## src/rtl/encoder_rr_n_pkg.sv

```systemverilog
// Shared types and width helper for the round-robin encoder slice.
package encoder_rr_n_pkg;

  typedef enum logic {
    ST_EMPTY = 1'b0,
    ST_FULL  = 1'b1
  } state_e;

  // Number of bits needed to hold 'value' (minimum 1).
  function automatic int unsigned clogb2(input int unsigned value);
    int unsigned v;
    int unsigned bits;
    v    = value;
    bits = 0;
    while (v > 0) begin
      bits++;
      v = v >> 1;
    end
    return (bits == 0) ? 1 : bits;
  endfunction

endpackage

```

## src/rtl/encoder_rr_n_dec.sv

```systemverilog
// Binary-to-one-hot decoder with enable; all zero when disabled.
module decoder_n #(
  parameter int unsigned SIZE  = 8,
  parameter int unsigned ENC_W = 3
) (
  input  logic [ENC_W-1:0] index,
  input  logic             enable,
  output logic [SIZE-1:0]  onehot
);

  always_comb begin
    onehot = '0;
    for (int unsigned i = 0; i < SIZE; i++) begin
      onehot[i] = enable && (index == ENC_W'(i));
    end
  end

endmodule

```

## src/rtl/encoder_rr_n_pick.sv

```systemverilog
// Round-robin pick: lowest request at or above ptr, else lowest overall.
module rr_pick_n #(
  parameter int unsigned SIZE  = 8,
  parameter int unsigned ENC_W = 3
) (
  input  logic [SIZE-1:0]  request,
  input  logic [ENC_W-1:0] ptr,
  output logic [ENC_W-1:0] sel,
  output logic             found
);

  logic             hit_m;
  logic             hit_u;
  logic [ENC_W-1:0] sel_m;
  logic [ENC_W-1:0] sel_u;

  always_comb begin
    hit_m = 1'b0;
    hit_u = 1'b0;
    sel_m = '0;
    sel_u = '0;
    for (int unsigned i = 0; i < SIZE; i++) begin
      if (request[i] && !hit_u) begin
        hit_u = 1'b1;
        sel_u = ENC_W'(i);
      end
      if (request[i] && (ENC_W'(i) >= ptr) && !hit_m) begin
        hit_m = 1'b1;
        sel_m = ENC_W'(i);
      end
    end
    sel   = hit_m ? sel_m : sel_u;
    found = hit_u;
  end

endmodule

```

## src/rtl/encoder_rr_n.sv

```systemverilog
// Multi-hot to binary encoder with round-robin/fixed priority and a
// registered valid/ready output stage.
module encoder_rr_n
  import encoder_rr_n_pkg::*;
#(
  parameter int unsigned SIZE        = 8,
  parameter int unsigned ROUND_ROBIN = 1,
  localparam int unsigned ENC_W      = clogb2(SIZE - 1)
) (
  input  logic             clock,
  input  logic             reset,
  input  logic [SIZE-1:0]  request,
  output logic [SIZE-1:0]  req_ack,
  output logic             out_valid,
  input  logic             out_ready,
  output logic [ENC_W-1:0] encoded,
  output logic [SIZE-1:0]  grant
);

  state_e           state_q, state_d;
  logic [ENC_W-1:0] enc_q, enc_d;
  logic [ENC_W-1:0] ptr_q, ptr_d;
  logic [ENC_W-1:0] sel;
  logic             found;
  logic             load;

  rr_pick_n #(
    .SIZE  (SIZE),
    .ENC_W (ENC_W)
  ) u_pick (
    .request (request),
    .ptr     (ptr_q),
    .sel     (sel),
    .found   (found)
  );

  assign out_valid = (state_q == ST_FULL);
  assign encoded   = enc_q;
  // Reset gating keeps req_ack quiet while the stage is being cleared.
  assign load      = found && (!out_valid || out_ready) && !reset;

  always_comb begin
    state_d = state_q;
    enc_d   = enc_q;
    ptr_d   = ptr_q;
    if (load) begin
      state_d = ST_FULL;
      enc_d   = sel;
      if (ROUND_ROBIN != 0) begin
        ptr_d = (sel == ENC_W'(SIZE - 1)) ? '0 : sel + ENC_W'(1);
      end else begin
        ptr_d = '0;
      end
    end else if (out_valid && out_ready) begin
      state_d = ST_EMPTY;
    end
  end

  always_ff @(posedge clock or posedge reset) begin
    if (reset) begin
      state_q <= ST_EMPTY;
      enc_q   <= '0;
      ptr_q   <= '0;
    end else begin
      state_q <= state_d;
      enc_q   <= enc_d;
      ptr_q   <= ptr_d;
    end
  end

  decoder_n #(
    .SIZE  (SIZE),
    .ENC_W (ENC_W)
  ) u_dec_ack (
    .index  (sel),
    .enable (load),
    .onehot (req_ack)
  );

  decoder_n #(
    .SIZE  (SIZE),
    .ENC_W (ENC_W)
  ) u_dec_grant (
    .index  (enc_q),
    .enable (out_valid),
    .onehot (grant)
  );

endmodule

```

## config.mk

```make
export PLATFORM = sky130hd
export DESIGN_NAME = encoder_rr_n
export DESIGN_NICKNAME = d
export VERILOG_FILES = /design/src/rtl/encoder_rr_n_pkg.sv /design/src/rtl/encoder_rr_n_dec.sv /design/src/rtl/encoder_rr_n_pick.sv /design/src/rtl/encoder_rr_n.sv
export SDC_FILE = /design/constraint.sdc
export NUM_CORES = 1
export LEC_CHECK = 0
export CAP_MARGIN = 20
export CORE_MARGIN = 2
export CORE_UTILIZATION = 45
export DETAILED_ROUTE_END_ITERATION = 10
export PLACE_DENSITY = 0.93
export SYNTH_ARGS = -nofsm -noshare
export SYNTH_HDL_FRONTEND = slang
export SYNTH_HIERARCHICAL = 1
export SYNTH_SLANG_ARGS = --single-unit
```

## constraint.sdc

```tcl
create_clock -name clock -period 3.62 [get_ports clock]
set_input_delay 0.543 -clock clock [delete_from_list [all_inputs] [get_ports clock]]
set_output_delay 0.543 -clock clock [all_outputs]
set_load 0.01 [all_outputs]
```

-- After elaboration in Yosys (flattened, before gate mapping)
Index checks and enable logic that the tools add are counted.
- equal/unequal tests: 14
- order comparisons: 8
- reduce and logical (&&, ||, !) cells: 61
- muxes and demuxes: 34
- add/subtract/negate cells: 1
- operators by type and width (cell ; count):
    1-bit logical AND ; 41
    3-bit two-way mux ; 10
    3-bit == test (second input constant) ; 8
    1-bit two-way mux ; 20
    1-bit logical NOT ; 16
    3-bit by 2-bit == test with 1-bit output (second input constant) ; 4
    3-bit >= comparator (first input constant) ; 4
    2-bit two-way mux ; 4
    3-bit by 1-bit == test with 1-bit output (second input constant) ; 2
    1-bit by 3-bit >= comparator with 1-bit output (first input constant) ; 2
    2-bit by 3-bit >= comparator with 1-bit output (first input constant) ; 2
    3-bit logical NOT ; 2
    3-bit by 1-bit adder with 3-bit output (second input constant) ; 1
    2-bit nonzero test ; 1
    1-bit logical OR ; 1
- register bits after elaboration: 7
- word-level logic and storage cells: 121
- output and inout bits: 20

-- Logic depth before layout (Yosys ltp)
- word-level depth: 27
- mapped depth: 8
- depth with buffers taken out: 8

-- Hierarchy
The synthesis kept the hierarchy.
- by module, submodules not included (module ; instances ; area each (µm²) ; sequential area each (µm²) ; cells each):
    encoder_rr_n ; 1 ; 324.1 ; 175.2 ; 23
    rr_pick_n ; 1 ; 232.7 ; 0.0 ; 37
    decoder_n ; 2 ; 95.1 ; 0.0 ; 8

-- Worst setup path before layout
No wires, ideal clock.
- path kind: input to output
- from: input request[5]
- to: output req_ack[5]
- data arrival time: 1.777 ns
- setup slack: 1.300 ns
- data required time: 3.077 ns
- stages: 5
- path buffers: 0
- path through: or2_2 o221ai_2 nand3_1 o21ai_1 and4b_2
- word-level cells in the longest chain between the ends: 12
- RTL lines (item ; line ; source):
    start: declaration ; encoder_rr_n.sv:12 ; input logic [SIZE-1:0] request,
    1-bit logical AND (2 in a row) ; encoder_rr_n_pick.sv:27 ; if (request[i] && (ENC_W'(i) >= ptr) && !hit_m) begin
    1-bit two-way mux ; encoder_rr_n_pick.sv:27 ;
    1-bit logical NOT ; encoder_rr_n_pick.sv:27 ;
    1-bit logical AND ; encoder_rr_n_pick.sv:27 ;
    1-bit two-way mux ; encoder_rr_n_pick.sv:27 ;
    1-bit logical NOT ; encoder_rr_n_pick.sv:27 ;
    1-bit logical AND ; encoder_rr_n_pick.sv:27 ;
    3-bit two-way mux or 1-bit two-way mux (tied branches) ; encoder_rr_n_pick.sv:27 ;
    3-bit two-way mux (*) ; encoder_rr_n_pick.sv:32 ; sel = hit_m ? sel_m : sel_u;
    via sel[0] ; encoder_rr_n.sv:23 ; logic [ENC_W-1:0] sel;
    3-bit == test (*) ; encoder_rr_n_dec.sv:14 ; onehot[i] = enable && (index == ENC_W'(i));
    1-bit logical AND (*) ; encoder_rr_n_dec.sv:14 ;
    end: declaration ; encoder_rr_n.sv:13 ; output logic [SIZE-1:0] req_ack,
The timed path passes the listed nets; every way through them passes the cells marked *.

-- Worst setup path after layout
- from: input request[0]
- to: output req_ack[6]
- word-level cells in the longest chain between the ends: 26
- RTL lines (item ; line):
    1-bit logical AND ; encoder_rr_n_pick.sv:27
    1-bit two-way mux ; encoder_rr_n_pick.sv:27
    1-bit logical NOT ; encoder_rr_n_pick.sv:27
    1-bit logical AND ; encoder_rr_n_pick.sv:27
    1-bit two-way mux ; encoder_rr_n_pick.sv:27
    1-bit logical NOT ; encoder_rr_n_pick.sv:27
    1-bit logical AND ; encoder_rr_n_pick.sv:27
    1-bit two-way mux ; encoder_rr_n_pick.sv:27
    [... 11 more ...] ; --
    1-bit two-way mux ; encoder_rr_n_pick.sv:27
    1-bit logical NOT ; encoder_rr_n_pick.sv:27
    1-bit logical AND ; encoder_rr_n_pick.sv:27
    3-bit two-way mux or 1-bit two-way mux (tied branches) ; encoder_rr_n_pick.sv:27
    3-bit two-way mux (*) ; encoder_rr_n_pick.sv:32
    via sel[1] ; encoder_rr_n.sv:23
    3-bit == test (*) ; encoder_rr_n_dec.sv:14
    1-bit logical AND (*) ; encoder_rr_n_dec.sv:14
Marks and branches as above.

==> metrics.txt <==
Reg area=175 sq um; Top cell by count, worst path=clkdlybuf4s50_1; cell count after synthesis=76; Layout Skew=7.82 ps; Critical Path Start=request[0]; CTS sink count=7; CP Max Fanout=10; Max Cap Viol=0; Area growth syn-to-layout=49.2%; origin of the critical flop-to-flop path=ptr_q[1]; WL per Instance=17.0 um; DRT iter0 DRCs=26; Remaining DRCs=0; Max Slew Vio Count=0; postcts setup bufs=0; worst setup path endpoint=req_ack[6]; Buf/Inv on CP=2; slew margin rel.=70.8%; vias in the first global route=700; run status=completed; DR vias=773; distinct cell type count after synthesis=34; Port-buffer cells=30; nets=125; H-tree depth=1; number of buffers created by CTS=3; share of layout cells above drive strength 1=27.0%; worst slew pin tran=437 ps; Max Clk Rate=0.289 GHz; Post-Layout Cell Count=127; Worst R2R Path Depth=8; DIE AREA=2000 sq um; Max VDD drop=0.545 mV; placed insts=123; count of warnings emitted by yosys=6; post-DR vias/cell=6.09; pin count of the biggest net entering global routing=15; first-pass GRT wire length=3.38 mm; Root Buffer=clkbuf_4; CTS tree=built; largest family of logic cells by synthesized area=simple AND/OR/NAND/NOR gates; Cell Pwr Density=702 nW/um^2; Synth top area share=23.5%; Adder-Cell Fraction of Synth Area=3.35%; reg2reg end=ptr_q[2]; xor-xnor portion of the synthesized cell area=0%; slowest cell delay on critical path=530 ps; RSZ-0062 raised after global routing=no; Max clock buf depth=2; Initial Util=49.0%; setup TNS=0 ps; clock-pin transition on the worst setup and hold timing paths=50 ps; ys flop type=dfrtp_1; Synth area leader=dfrtp_1; Chip Height=44.7 um; commonest non-fill, non-tap cells in the layout=clkdlybuf4s50_1 (30), inv_1 (7), dfrtp_1 (7); crit end category=primary output; delay-heaviest family, CP=buffers and inverters; worst hold-check path type=input port to async pin; FILL cells=103; Setup-failing EPs final=0; Worst EP required=3080 ps; Tot Pwr=0.782 mW; CORE AREA=1520 sq um; most common cell after layout, fill and taps aside=clkdlybuf4s50_1; Synth Area in Compound Gates=20.6%; HPWL Detailed=1.66 mm; Die Wd=44.7 um; Final min period=3460 ps; Post-Synth Simple-Gate Area=40.0%; Util after Layout=73.2%; Critical Path, Cell by Cell=clkdlybuf4s50_1 -> nor2b_1 -> o21ai_1 -> o21ai_0 -> a31oi_2 -> and4b_2 -> clkdlybuf4s50_1; Final GP Congestion=0.850; IO Pins=31; Final period util=95.7%; Post-synth EDFFs=0; Pre-Repair DR Iteration Count=4; placed inst area=1070 sq um; Final Cell Area=1110 sq um; flop2flop setup slack=1210 ps; Site Rows=14; total grt overflow=0; antenna viol nets, final=0; routed wire length=2.16 mm; Fin. Hold Viols=0; Crit path depth=7; Crit path arrival time=2920 ps; number of diodes=0; CP Class=input port to primary output; FFs w/ async S/R, synth=100%; Yosys reg bits=7; Seq/Total Area, Yosys=23.5%; GRT Total Usage=23.0%; Slowest-stage cell, CP=clkdlybuf4s50_1; worst skew pair latency=260 ps; multi-input logic area=559 sq um; total standard cell area after synthesis=747 sq um; synth top area cells=dfrtp_1 (23%), mux2_2 (9.0%), and4bb_1 (6.7%); Post-Synthesis Net Count=89; syn avg cell area=9.83 sq um; Static Leakage=0.462 nW; post-synthesis mux area share=9.05%; startpoint types=input port; antenna violations before repair=0
==> synth_stat cells, types with 3 or more instances <==
| cell | number |
|---|---|
| and4b_2 | 4 |
| dfrtp_1 | 7 |
| a21oi_1 | 3 |
| inv_1 | 7 |
| nor2_1 | 4 |
| mux2_2 | 6 |
| nand2_1 | 3 |
| o21ai_0 | 4 |
| and4bb_1 | 4 |
==> what timing repair did <==
item | 4_1_cts | 5_1_grt
hold buffers | 0 | 0
resized for setup | 0 | 3
hold endpoints to repair | 0 | 0
setup endpoints to repair | 0 | 7
==> per-layer routing <==
metal,vias up,track usage [%],wire (um)
li1,375,-,-
met1,360,30.1,915
met2,34,38.8,1100
met3,4,5.20,112
met4,0,4.85,26
met5,-,0,0
==> state kept, by name, summed over array words and instances (netlist names) <==
| name | flops |
|---|---|
| out_valid | 1 |
| encoded | 3 |
| ptr_q | 3 |
==> where the power goes <==
| part | switching, mW | total, mW | internal (mW) |
|---|---|---|---|
| Sequential | 0.0785 | 0.192 | 0.114 |
| Combinational | 0.235 | 0.518 | 0.282 |
| Clock | 0.0298 | 0.0719 | 0.0421 |
| Total | 0.344 | 0.782 | 0.438 |
==> cell families (layout without fill, tap and decap cells) <==
family | Yosys count | count (layout)
AND/OR/NAND/NOR | 34 | 34
flip-flops | 7 | 7
buffers and inverters | 7 | 42
adder cells (fa/ha/maj) | 2 | 2
multiplexers | 6 | 6
AO/OA/AOI/OAI | 20 | 20
==> worst min path at each step <==
stage,from,end,slack [ps],cells past startpoint
floorplan,reset,encoded[0],350,1
global placement,ptr_q[0],ptr_q[0],620,1
detailed placement,ptr_q[0],ptr_q[0],640,1
CTS,reset,encoded[2],540,2
global route,reset,encoded[1],570,2
finish,reset,encoded[1],540,2
==> per-stage QoR <==
step / hold slack [ps] / worst slack, ps
after detailed placement: 637 / 6.72
after global placement: 620 / 176
after global routing: 572 / 10.2
after CTS: 541 / 6.55
final: 538 / 156
after floorplan: 346 / 1300
==> cell type report <==
type / count / area share, %
flip-flops and latches: 7 / 15.7
clock buffers: 4 / 2.36
multi-input cells: 62 / 50.2
repair buffers: 31 / 27.6
well taps: 16 / 1.80
inverters: 7 / 2.36
(Power assumes the default switching activity.)
